==> src/rtl/line_follower_ctrl_if.sv <==
// Sensor/servo bundle of the line-follower drive controller.
// No valid/ready handshake: en and sensors are level signals sampled on every
// rising clk edge; servo_l, servo_r, state_o and lost are registered levels
// that are valid in every cycle after reset.
interface line_follower_ctrl_if #(
   parameter int SENSOR_W = 4,
   parameter int SPD_W    = 8
);
   logic                en;
   logic [SENSOR_W-1:0] sensors;
   logic [SPD_W-1:0]    servo_l;
   logic [SPD_W-1:0]    servo_r;
   logic [2:0]          state_o;
   logic                lost;

   // Controller side: consumes the sensor bar, produces drive codes.
   modport slave (
      input  en, sensors,
      output servo_l, servo_r, state_o, lost
   );

   // Environment side: sensor synchroniser / enable source and servo PWM.
   modport master (
      output en, sensors,
      input  servo_l, servo_r, state_o, lost
   );
endinterface

==> src/rtl/line_follower_ctrl.sv <==
// Line-follower drive controller: decodes the reflectance sensor bar into
// forward / timed turn / search / stop manoeuvres and drives the servo speed
// codes. Optional build macro LINE_FOLLOWER_RAMP_EN slew-limits the servo
// outputs by RAMP_STEP per clk (zero targets in IDLE/STOP stay immediate).
// state_o exposes the state register directly for debug.
module line_follower_ctrl #(
   parameter int SENSOR_W   = 4,
   parameter int SPD_W      = 8,
   parameter int FWD_L      = 155,
   parameter int FWD_R      = 137,
   parameter int SOFT_INNER = 60,
   parameter int TURN_CYC   = 500,
   parameter int LOST_CYC   = 4000,
   parameter int CNT_W      = 21,
   parameter int RAMP_STEP  = 4
) (
   input logic                 clk,
   input logic                 rst_n,
   line_follower_ctrl_if.slave bus
);

   localparam int HALF = SENSOR_W / 2;
   // One spare bit keeps the popcount width at least 2 for the smallest bar.
   localparam int PC_W = $clog2(HALF + 1) + 1;

   localparam logic [SPD_W-1:0] SPD_FWD_L = SPD_W'(FWD_L);
   localparam logic [SPD_W-1:0] SPD_FWD_R = SPD_W'(FWD_R);
   localparam logic [SPD_W-1:0] SPD_SOFT  = SPD_W'(SOFT_INNER);
   localparam logic [CNT_W-1:0] TURN_LAST = CNT_W'(TURN_CYC - 1);
   localparam logic [CNT_W-1:0] LOST_LAST = CNT_W'(LOST_CYC - 1);

   // Reject parameter sets the datapath cannot represent.
   if ((SENSOR_W < 2) || (SENSOR_W % 2 != 0)) begin : g_bad_sensor_w
      $error("SENSOR_W must be even and >= 2");
   end
   if ((TURN_CYC < 1) || (LOST_CYC < 1) || (RAMP_STEP < 1)) begin : g_bad_timing
      $error("TURN_CYC, LOST_CYC and RAMP_STEP must be >= 1");
   end
   if ((TURN_CYC > (1 << CNT_W)) || (LOST_CYC > (1 << CNT_W))) begin : g_bad_cnt_w
      $error("CNT_W too narrow for TURN_CYC/LOST_CYC");
   end

   typedef enum logic [2:0] {
      IDLE   = 3'd0,
      FWD    = 3'd1,
      TURN_L = 3'd2,
      TURN_R = 3'd3,
      SEARCH = 3'd4,
      STOP   = 3'd7
   } state_t;

   state_t           state, state_nx;
   logic [CNT_W-1:0] cnt;
   logic             last_left, last_left_nx;
   logic [SPD_W-1:0] tgt_l, tgt_r, tgt_l_nx, tgt_r_nx;
   logic [SPD_W-1:0] servo_l, servo_r;
   logic             lost;

   logic [PC_W-1:0]  pop_l, pop_r, pop_diff;
   logic             none, go_left, go_right, hard;

`ifdef LINE_FOLLOWER_RAMP_EN
   localparam logic [SPD_W-1:0] RAMP_S = SPD_W'(RAMP_STEP);

   // Move one speed code toward its target by at most RAMP_S.
   function automatic logic [SPD_W-1:0] ramp_to(input logic [SPD_W-1:0] cur,
                                                 input logic [SPD_W-1:0] tgt);
      logic [SPD_W-1:0] res;
      res = tgt;
      if ((tgt > cur) && ((tgt - cur) > RAMP_S)) res = cur + RAMP_S;
      if ((cur > tgt) && ((cur - tgt) > RAMP_S)) res = cur - RAMP_S;
      return res;
   endfunction
`endif

   // Sensor bar decode: count hits on each half and classify the line position.
   always_comb begin
      pop_l = '0;
      pop_r = '0;
      for (int i = 0; i < HALF; i++) begin
         pop_r = pop_r + PC_W'(bus.sensors[i]);
         pop_l = pop_l + PC_W'(bus.sensors[HALF + i]);
      end
      none     = (bus.sensors == '0);
      go_left  = (pop_l > pop_r);
      go_right = (pop_r > pop_l);
      pop_diff = go_left ? (pop_l - pop_r) : (pop_r - pop_l);
      hard     = (pop_diff >= PC_W'(2));
   end

   // Next state, remembered turn direction and wheel targets of the state entered.
   always_comb begin
      state_nx     = state;
      last_left_nx = last_left;
      tgt_l_nx     = tgt_l;
      tgt_r_nx     = tgt_r;
      if (!bus.en) begin
         state_nx = IDLE;
      end else begin
         case (state)
            IDLE:   state_nx = FWD;
            FWD: begin
               if (none) begin
                  state_nx = SEARCH;
               end else if (go_left) begin
                  state_nx     = TURN_L;
                  last_left_nx = 1'b1;
                  tgt_l_nx     = hard ? '0 : SPD_SOFT;
                  tgt_r_nx     = SPD_FWD_R;
               end else if (go_right) begin
                  state_nx     = TURN_R;
                  last_left_nx = 1'b0;
                  tgt_l_nx     = SPD_FWD_L;
                  tgt_r_nx     = hard ? '0 : SPD_SOFT;
               end
            end
            TURN_L, TURN_R: if (cnt == TURN_LAST) state_nx = FWD;
            SEARCH: begin
               if (!none)                  state_nx = FWD;
               else if (cnt == LOST_LAST)  state_nx = STOP;
            end
            STOP:   if (!none) state_nx = FWD;
            default: state_nx = IDLE;
         endcase
      end
      // Turn targets were latched above on entry; every other state has fixed targets.
      case (state_nx)
         FWD: begin
            tgt_l_nx = SPD_FWD_L;
            tgt_r_nx = SPD_FWD_R;
         end
         SEARCH: begin
            tgt_l_nx = last_left_nx ? '0 : SPD_FWD_L;
            tgt_r_nx = last_left_nx ? SPD_FWD_R : '0;
         end
         TURN_L, TURN_R: ;
         default: begin
            tgt_l_nx = '0;
            tgt_r_nx = '0;
         end
      endcase
   end

   // State register, saturating hold counter and registered drive outputs.
   always_ff @(posedge clk or negedge rst_n) begin
      if (!rst_n) begin
         state     <= IDLE;
         cnt       <= '0;
         last_left <= 1'b1;
         tgt_l     <= '0;
         tgt_r     <= '0;
         servo_l   <= '0;
         servo_r   <= '0;
         lost      <= 1'b0;
      end else begin
         state     <= state_nx;
         last_left <= last_left_nx;
         tgt_l     <= tgt_l_nx;
         tgt_r     <= tgt_r_nx;
         if (state_nx != state) begin
            cnt <= '0;
         end else if (((state == TURN_L) || (state == TURN_R)) && (cnt != TURN_LAST)) begin
            cnt <= cnt + CNT_W'(1);
         end else if ((state == SEARCH) && (cnt != LOST_LAST)) begin
            cnt <= cnt + CNT_W'(1);
         end
`ifdef LINE_FOLLOWER_RAMP_EN
         if ((state_nx == IDLE) || (state_nx == STOP)) begin
            servo_l <= '0;
            servo_r <= '0;
         end else begin
            servo_l <= ramp_to(servo_l, tgt_l_nx);
            servo_r <= ramp_to(servo_r, tgt_r_nx);
         end
`else
         servo_l <= tgt_l_nx;
         servo_r <= tgt_r_nx;
`endif
         lost <= (state_nx == SEARCH) || (state_nx == STOP);
      end
   end

   assign bus.servo_l = servo_l;
   assign bus.servo_r = servo_r;
   assign bus.state_o = state;
   assign bus.lost    = lost;

endmodule
==> src/flat_wrapper.sv <==
// flat-port wrapper written by rule: the top's interface ports become plain ports
module line_follower_ctrl_flat 
#(
   parameter int SENSOR_W   = 4,
   parameter int SPD_W      = 8,
   parameter int FWD_L      = 155,
   parameter int FWD_R      = 137,
   parameter int SOFT_INNER = 60,
   parameter int TURN_CYC   = 500,
   parameter int LOST_CYC   = 4000,
   parameter int CNT_W      = 21,
   parameter int RAMP_STEP  = 4
)
  (clk, rst_n, bus_en, bus_sensors, bus_servo_l, bus_servo_r, bus_state_o, bus_lost);
  line_follower_ctrl_if #(.SENSOR_W(SENSOR_W), .SPD_W(SPD_W)) bus_i ();
  input logic clk;
  input logic rst_n;
  input wire logic [$bits(bus_i.en)-1:0] bus_en;
  input wire logic [$bits(bus_i.sensors)-1:0] bus_sensors;
  output wire logic [$bits(bus_i.servo_l)-1:0] bus_servo_l;
  output wire logic [$bits(bus_i.servo_r)-1:0] bus_servo_r;
  output wire logic [$bits(bus_i.state_o)-1:0] bus_state_o;
  output wire logic [$bits(bus_i.lost)-1:0] bus_lost;
  assign bus_i.en = bus_en;
  assign bus_i.sensors = bus_sensors;
  assign bus_servo_l = bus_i.servo_l;
  assign bus_servo_r = bus_i.servo_r;
  assign bus_state_o = bus_i.state_o;
  assign bus_lost = bus_i.lost;
  line_follower_ctrl #(.SENSOR_W(SENSOR_W), .SPD_W(SPD_W), .FWD_L(FWD_L), .FWD_R(FWD_R), .SOFT_INNER(SOFT_INNER), .TURN_CYC(TURN_CYC), .LOST_CYC(LOST_CYC), .CNT_W(CNT_W), .RAMP_STEP(RAMP_STEP)) u_core (.clk(clk), .rst_n(rst_n), .bus(bus_i));
endmodule
==> config.mk <==
export PLATFORM = sky130hd
export DESIGN_NAME = line_follower_ctrl_flat
export DESIGN_NICKNAME = d
export VERILOG_FILES = /design/src/rtl/line_follower_ctrl_if.sv /design/src/rtl/line_follower_ctrl.sv /design/src/flat_wrapper.sv
export SDC_FILE = /design/constraint.sdc
export NUM_CORES = 1
export LEC_CHECK = 0
export BUFFER_PORTS_ARGS = -buffer_cell sky130_fd_sc_hd__buf_4
export CAP_MARGIN = 40
export CORE_MARGIN = 2
export CORE_UTILIZATION = 25
export DETAILED_ROUTE_END_ITERATION = 6
export SYNTH_ARGS = -nofsm -noshare
export SYNTH_HDL_FRONTEND = slang
export SYNTH_SLANG_ARGS = --single-unit
==> constraint.sdc <==
create_clock -name clk -period 4.8 [get_ports clk]
set_input_delay 0.96 -clock clk [delete_from_list [all_inputs] [get_ports clk]]
set_output_delay 0.96 -clock clk [all_outputs]
set_load 0.05 [all_outputs]
After elaboration in Yosys (flattened, before gate mapping)
Index checks and enable logic that the tools add are counted.
W data, S select, Z words.
Storage, ports and cells
  flip-flop bits (word level): 42
  output and inout port bits: 20
Operators by class
  add/sub/neg operators: 5
  magnitude comparators: 3
  equality and inequality tests: 19
  multiplexer cells: 33
  reductions and logical operators: 10
Operators by type and width (number)
  $mux W8: 12
  $mux W21: 3
  $pmux W8 S3: 2
  $mux W3: 9
  $add A21 B1 Y21 const B: 1
  $eq A21 B12 Y1 const B: 1
  $eq A21 B9 Y1 const B: 1
  $ne A21 B12 Y1 const B: 1
  $ne A21 B9 Y1 const B: 1
  $pmux W3 S5: 1
  $eq A3 B2 Y1 const B: 4
  $eq A3 B3 Y1 const B: 4
  $eq A3 B1 Y1 const B: 2
  $gt A3 B3 Y1: 2
  $mux W6: 1
  $ne A2 B2 Y1 const B: 3
  $sub A3 B3 Y3: 2
  $mux W1: 5
  $add A1 B1 Y2: 2
  $logic_not A4 Y1: 1
  $reduce_and A4 Y1: 1
  $reduce_or A2 Y1: 2
  $ge A3 B2 Y1 const B: 1
  $logic_not A3 Y1: 1
  other kinds (5): 7

Depth between registers and ports, before layout
  depth after elaboration: 11
  depth in mapped cells: 13

Least setup slack after synthesis
OpenSTA, ideal clock, no wires.
  kind: input to register
  start point: in bus_sensors[0]
  end point: reg u_core.cnt[10]
  library setup time: 0.132 ns
  arrival time: 2.813 ns
  required time: 4.668 ns
  setup slack: 1.856 ns
  cell stages on the path: 12
  path through: inv_1 ha_1 inv_1 ha_1 fa_1 nand2b_1 nand4_1 a32oi_1 a211oi_1 nand2_1 clkbuf_1 nor2_1
Between the ends
  cells in the longest elaborated chain, start to end: 9
Ends and longest elaborated chain
  from (decl): RTL line flat_wrapper.sv:19  | input wire logic [$bits(bus_i.sensors)-1:0] bus_sensors;
  $add A1 B1 Y2: RTL line line_follower_ctrl.sv:81  | pop_r = pop_r + PC_W'(bus.sensors[i]);
  $gt A3 B3 Y1: RTL line line_follower_ctrl.sv:86  | go_right = (pop_r > pop_l);
  $mux W3: RTL line line_follower_ctrl.sv:110  | end else if (go_right) begin
  $mux W3: RTL line line_follower_ctrl.sv:105  | end else if (go_left) begin
  $mux W3: RTL line line_follower_ctrl.sv:103  | if (none) begin
  $pmux W3 S5 *: RTL line line_follower_ctrl.sv:100  | case (state)
  $mux W3 *: RTL line line_follower_ctrl.sv:97  | if (!bus.en) begin
  $ne A3 B3 Y1 *: RTL line line_follower_ctrl.sv:160  | if (state_nx != state) begin
  $reduce_bool A3 Y1 (no source line) / $mux W21 (equally long branches)
  to (signal assigned): RTL line line_follower_ctrl.sv:163  | cnt <= cnt + CNT_W'(1);
  to (signal assigned): RTL line line_follower_ctrl.sv:165  | cnt <= cnt + CNT_W'(1);
  to (decl): RTL line line_follower_ctrl.sv:53  | logic [CNT_W-1:0] cnt;
Every way passes the cells marked *; elsewhere a longest branch is shown, timed or not.
A chain may end at the register's enable or synchronous reset.

Worst setup path after layout
  start point: in bus_sensors[2]
  end point: reg u_core.cnt[13]
Between the ends
  cells in the longest elaborated chain, start to end: 9
Ends and longest elaborated chain
  $add A1 B1 Y2: RTL line line_follower_ctrl.sv:82  | pop_l = pop_l + PC_W'(bus.sensors[HALF + i]);
  $gt A3 B3 Y1: RTL line line_follower_ctrl.sv:86
  $mux W3: RTL line line_follower_ctrl.sv:110
  $mux W3: RTL line line_follower_ctrl.sv:105
  $mux W3: RTL line line_follower_ctrl.sv:103
  $pmux W3 S5 *: RTL line line_follower_ctrl.sv:100
  $mux W3 *: RTL line line_follower_ctrl.sv:97
  $ne A3 B3 Y1 *: RTL line line_follower_ctrl.sv:160
  $reduce_bool A3 Y1 (no source line) / $mux W21 (equally long branches)
Marked as above.

==> results_dict.tcl <==
set metrics [dict create \
    fp.dieArea_um2 9310 \
    post-layout-total-power_mw 0.731 \
    synth_top_family_by_area "simple AND/OR/NAND/NOR gates" \
    setup.worst_path.start_class "input port" \
    synth_edf_count 0 \
    antenna_violations_before_repair 0 \
    cts_num_sinks 32 \
    timing.critical_path.mode_cell "sky130_fd_sc_hd__inv_1" \
    powerDensity_nw_per_um2 298 \
    path_clk_slew_ns 0.07 \
    synth_cell_types 50 \
    cp_slowest_cell "sky130_fd_sc_hd__nand2_1" \
    arrival_ns 3.43 \
    max_freq_mhz 308 \
    layout_worst_path_cycle_share_pct 67.7 \
    htree_num_levels 2 \
    register_area_um2 802 \
    synth_compound_gate_area_share_pct 15.4 \
    ir_worst_vdd_mv 0.0864 \
    via_per_inst 4.86 \
    post_synth_main_area_contributors "sky130_fd_sc_hd__dfrtp_1, sky130_fd_sc_hd__xnor2_1, sky130_fd_sc_hd__nor2_1" \
    maxSlewViolCount 0 \
    postSynth.topFlopCell "sky130_fd_sc_hd__dfrtp_1" \
    worst_pin_slew_ns 0.922 \
    async_flop_share_pct 100 \
    diodes 0 \
    post-dp-hpwl_um 3360 \
    num_vias 1788 \
    grt_first_pass_wirelength_um 8380 \
    synthCells 248 \
    synth_top_area_cell "sky130_fd_sc_hd__dfrtp_1" \
    max_cap_viol_count 0 \
    core_um2 8260 \
    startpoint_to_endpoint_class_of_the_critical_path "input port to flop" \
    row_count 33 \
    finalNetCount 279 \
    grt_max_degree 33 \
    synth_xor_area_share_pct 8.19 \
    final.setup_skew_ns 0.00646 \
    yosysWarnings 0 \
    endpoint_class_of_the_critical_path "flop" \
    setup_tns_ns 0 \
    timing.critical_path.fanout_max 21 \
    multiInputGateArea_um2 1180 \
    min_path_type "flop to flop" \
    routed_wire_length_per_instance_um 12.7 \
    hold_buffers 0 \
    critPathRequiredTime_ns 4.98 \
    period_minus_slack_ns 3.25 \
    worstSkewPairLatency_ns 0.28 \
    io_pins 27 \
    buffers_inverters_on_critical_path 4 \
    sequential_cell_area_fraction_in_the_yosys_report_pct 37.5 \
    max_stage_delay_ns 0.43 \
    buffer_ports.inserted 23 \
    muxShareOfSynthArea_pct 0 \
    final_layout_size_suffix_gt1_share_pct 14.8 \
    groute.usage.overall_pct 11.6 \
    floorplan.initialDensity_pct 25.9 \
    maxSlewHeadroom_pct 37.6 \
    die_y_um 96.5 \
    synthesis.area_um2 2140 \
    final_hold_viol_count 0 \
    report.final.setup_viol 0 \
    cts_resized 0 \
    post-place-ws_ns 1.20 \
    fillCellCount 898 \
    clock_path_buffers 2 \
    drt.antenna.violating_nets 0 \
    gr-total-overflow 0 \
    drc 0 \
    clock_tree_root_buffer_cell "sky130_fd_sc_hd__clkbuf_8" \
    postSynthAreaPerCell_um2 8.63 \
    status "finished, final reports clean" \
    ys_ff_latch 32 \
    finalWeightedCongestion 0.851 \
    timing.final.ws_setup_ns 1.55 \
    cts_tree "built" \
    crit_path_cell_trace "buf_4 > inv_1 > ha_1 > inv_1 > ha_1 > inv_1 > fa_1 > a21boi_0 > nor3_1 > o21ai_0 > a22oi_1 > nand2_1 > a211oi_1" \
    post-cts-setup-buffer-count 0 \
    detail_route.first_pass.iterations 4 \
    static-leakage-power_nw 0.992 \
    yosysTopAreaCellShare_pct 36.3 \
    areaGrowthSynthToFinish_pct 14.6 \
    worst_path_dominant_cell_family "adder cells" \
    first_global_vias 1760 \
    fraction_of_the_mapped_netlist_area_in_adder_cells_pct 6.55 \
    detail_route.iter0.violations 79 \
    post_dp_cell_area_um2 2350 \
    layout.cell_area.non_filler_um2 2450 \
    wl_um 4680 \
    cts-buffers-inserted 5 \
    die_x_um 96.5 \
    rsz0062_at_grt "false" \
    post_synth_and_or_nand_nor_area_fraction_pct 24.7 \
]
## flip-flops by register name, summed over array words and instances, names as in the netlist
signal              count
u_core.cnt             21
u_core.tgt_l            3
u_core.tgt_r            3
u_core.last_left        1
u_core.bus.lost         1
u_core.bus.state_o      3
## report_power, final
part,switching (mW),total [mW],internal (mW)
registers,0.0164,0.303,0.286
clock network,0.101,0.232,0.131
logic,0.137,0.197,0.0604
## kinds of logic after synthesis
logic type / after synthesis
xor+xnor: 20
simple gates: 101
compound gates: 52
fa+ha+maj: 10
buf+inv: 32
other cells: 1
flops: 32
## per-stage QoR
stage / hold slack (ns) / utilization [%] / std cells
after floorplan: 0.506 / - / 250
after global placement: 0.531 / 28.5 / 360
after detailed placement: 0.544 / 28.5 / 360
after CTS: 0.557 / 29.7 / 368
after global routing: 0.585 / 29.7 / 368
final: 0.547 / 29.7 / 368
## placed cells by master (no fill, tap or decap), drive strengths merged, types with 7 or more instances in the layout
master	count
o21ai	12
xnor2	17
buf	25
ha	8
nand2	20
nor2	31
a21oi	18
clkbuf	8
inv	12
nand3	7
dfrtp	31
nand4	8
## cells in the mapped netlist (3+ instances only)
master,instances
sky130_fd_sc_hd__nor2_1,31
sky130_fd_sc_hd__xnor2_1,17
sky130_fd_sc_hd__nor2b_1,3
sky130_fd_sc_hd__clkbuf_1,8
sky130_fd_sc_hd__nand3b_1,3
sky130_fd_sc_hd__xor2_1,3
sky130_fd_sc_hd__o21ai_0,10
sky130_fd_sc_hd__nand3_1,6
sky130_fd_sc_hd__a21boi_0,4
sky130_fd_sc_hd__a211oi_1,3
sky130_fd_sc_hd__buf_4,10
sky130_fd_sc_hd__nor4_1,5
sky130_fd_sc_hd__and2_1,3
sky130_fd_sc_hd__and3_1,4
sky130_fd_sc_hd__a21oi_1,18
sky130_fd_sc_hd__inv_1,12
sky130_fd_sc_hd__nand2_1,20
sky130_fd_sc_hd__nor3_1,3
sky130_fd_sc_hd__nand4_1,8
sky130_fd_sc_hd__dfrtp_1,31
sky130_fd_sc_hd__ha_1,8
## area by class of cell
type / instances / share of cell area (%)
Sequential cell: 32 / 32.7
Inverter: 12 / 1.84
Clock buffer: 8 / 4.08
Timing Repair Buffer: 25 / 7.66
Multi-Input combinational cell: 186 / 48.3
Tap cell: 105 / 5.36
## metal layers
metal | part of all wire [%] | GRT usage [%] | vias to the layer above
met4 | 2.0 | 4.58 | 0
li1 | - | - | 891
met1 | 49 | 15.6 | 841
met2 | 44 | 18.0 | 46
met5 | 0 | 0 | -
met3 | 5.4 | 2.95 | 10
## worst reg2reg max path: cells and delay by family, from the launching register on
family / cells / cell delay, ns
simple gates: 4 / 1.19
compound gates: 2 / 0.43
flops: 1 / 0.40
fa+ha+maj: 1 / 0.23
## path summary, 6_finish.rpt
path,cells past startpoint,slack [ns],from,to
setup / recovery,13,1.55,bus_sensors[2],u_core.cnt[13]
hold / removal,2,0.55,u_core.tgt_r[0],u_core.tgt_r[0]
setup reg to reg,7,2.39,u_core.cnt[0],u_core.tgt_l[4]
hold reg to reg,2,0.55,u_core.tgt_r[0],u_core.tgt_r[0]
max in group asynchronous,1,3.85,rst_n,u_core.last_left
min in group asynchronous,1,0.61,rst_n,u_core.bus.state_o[1]
Power figures use the tool's default switching activity.
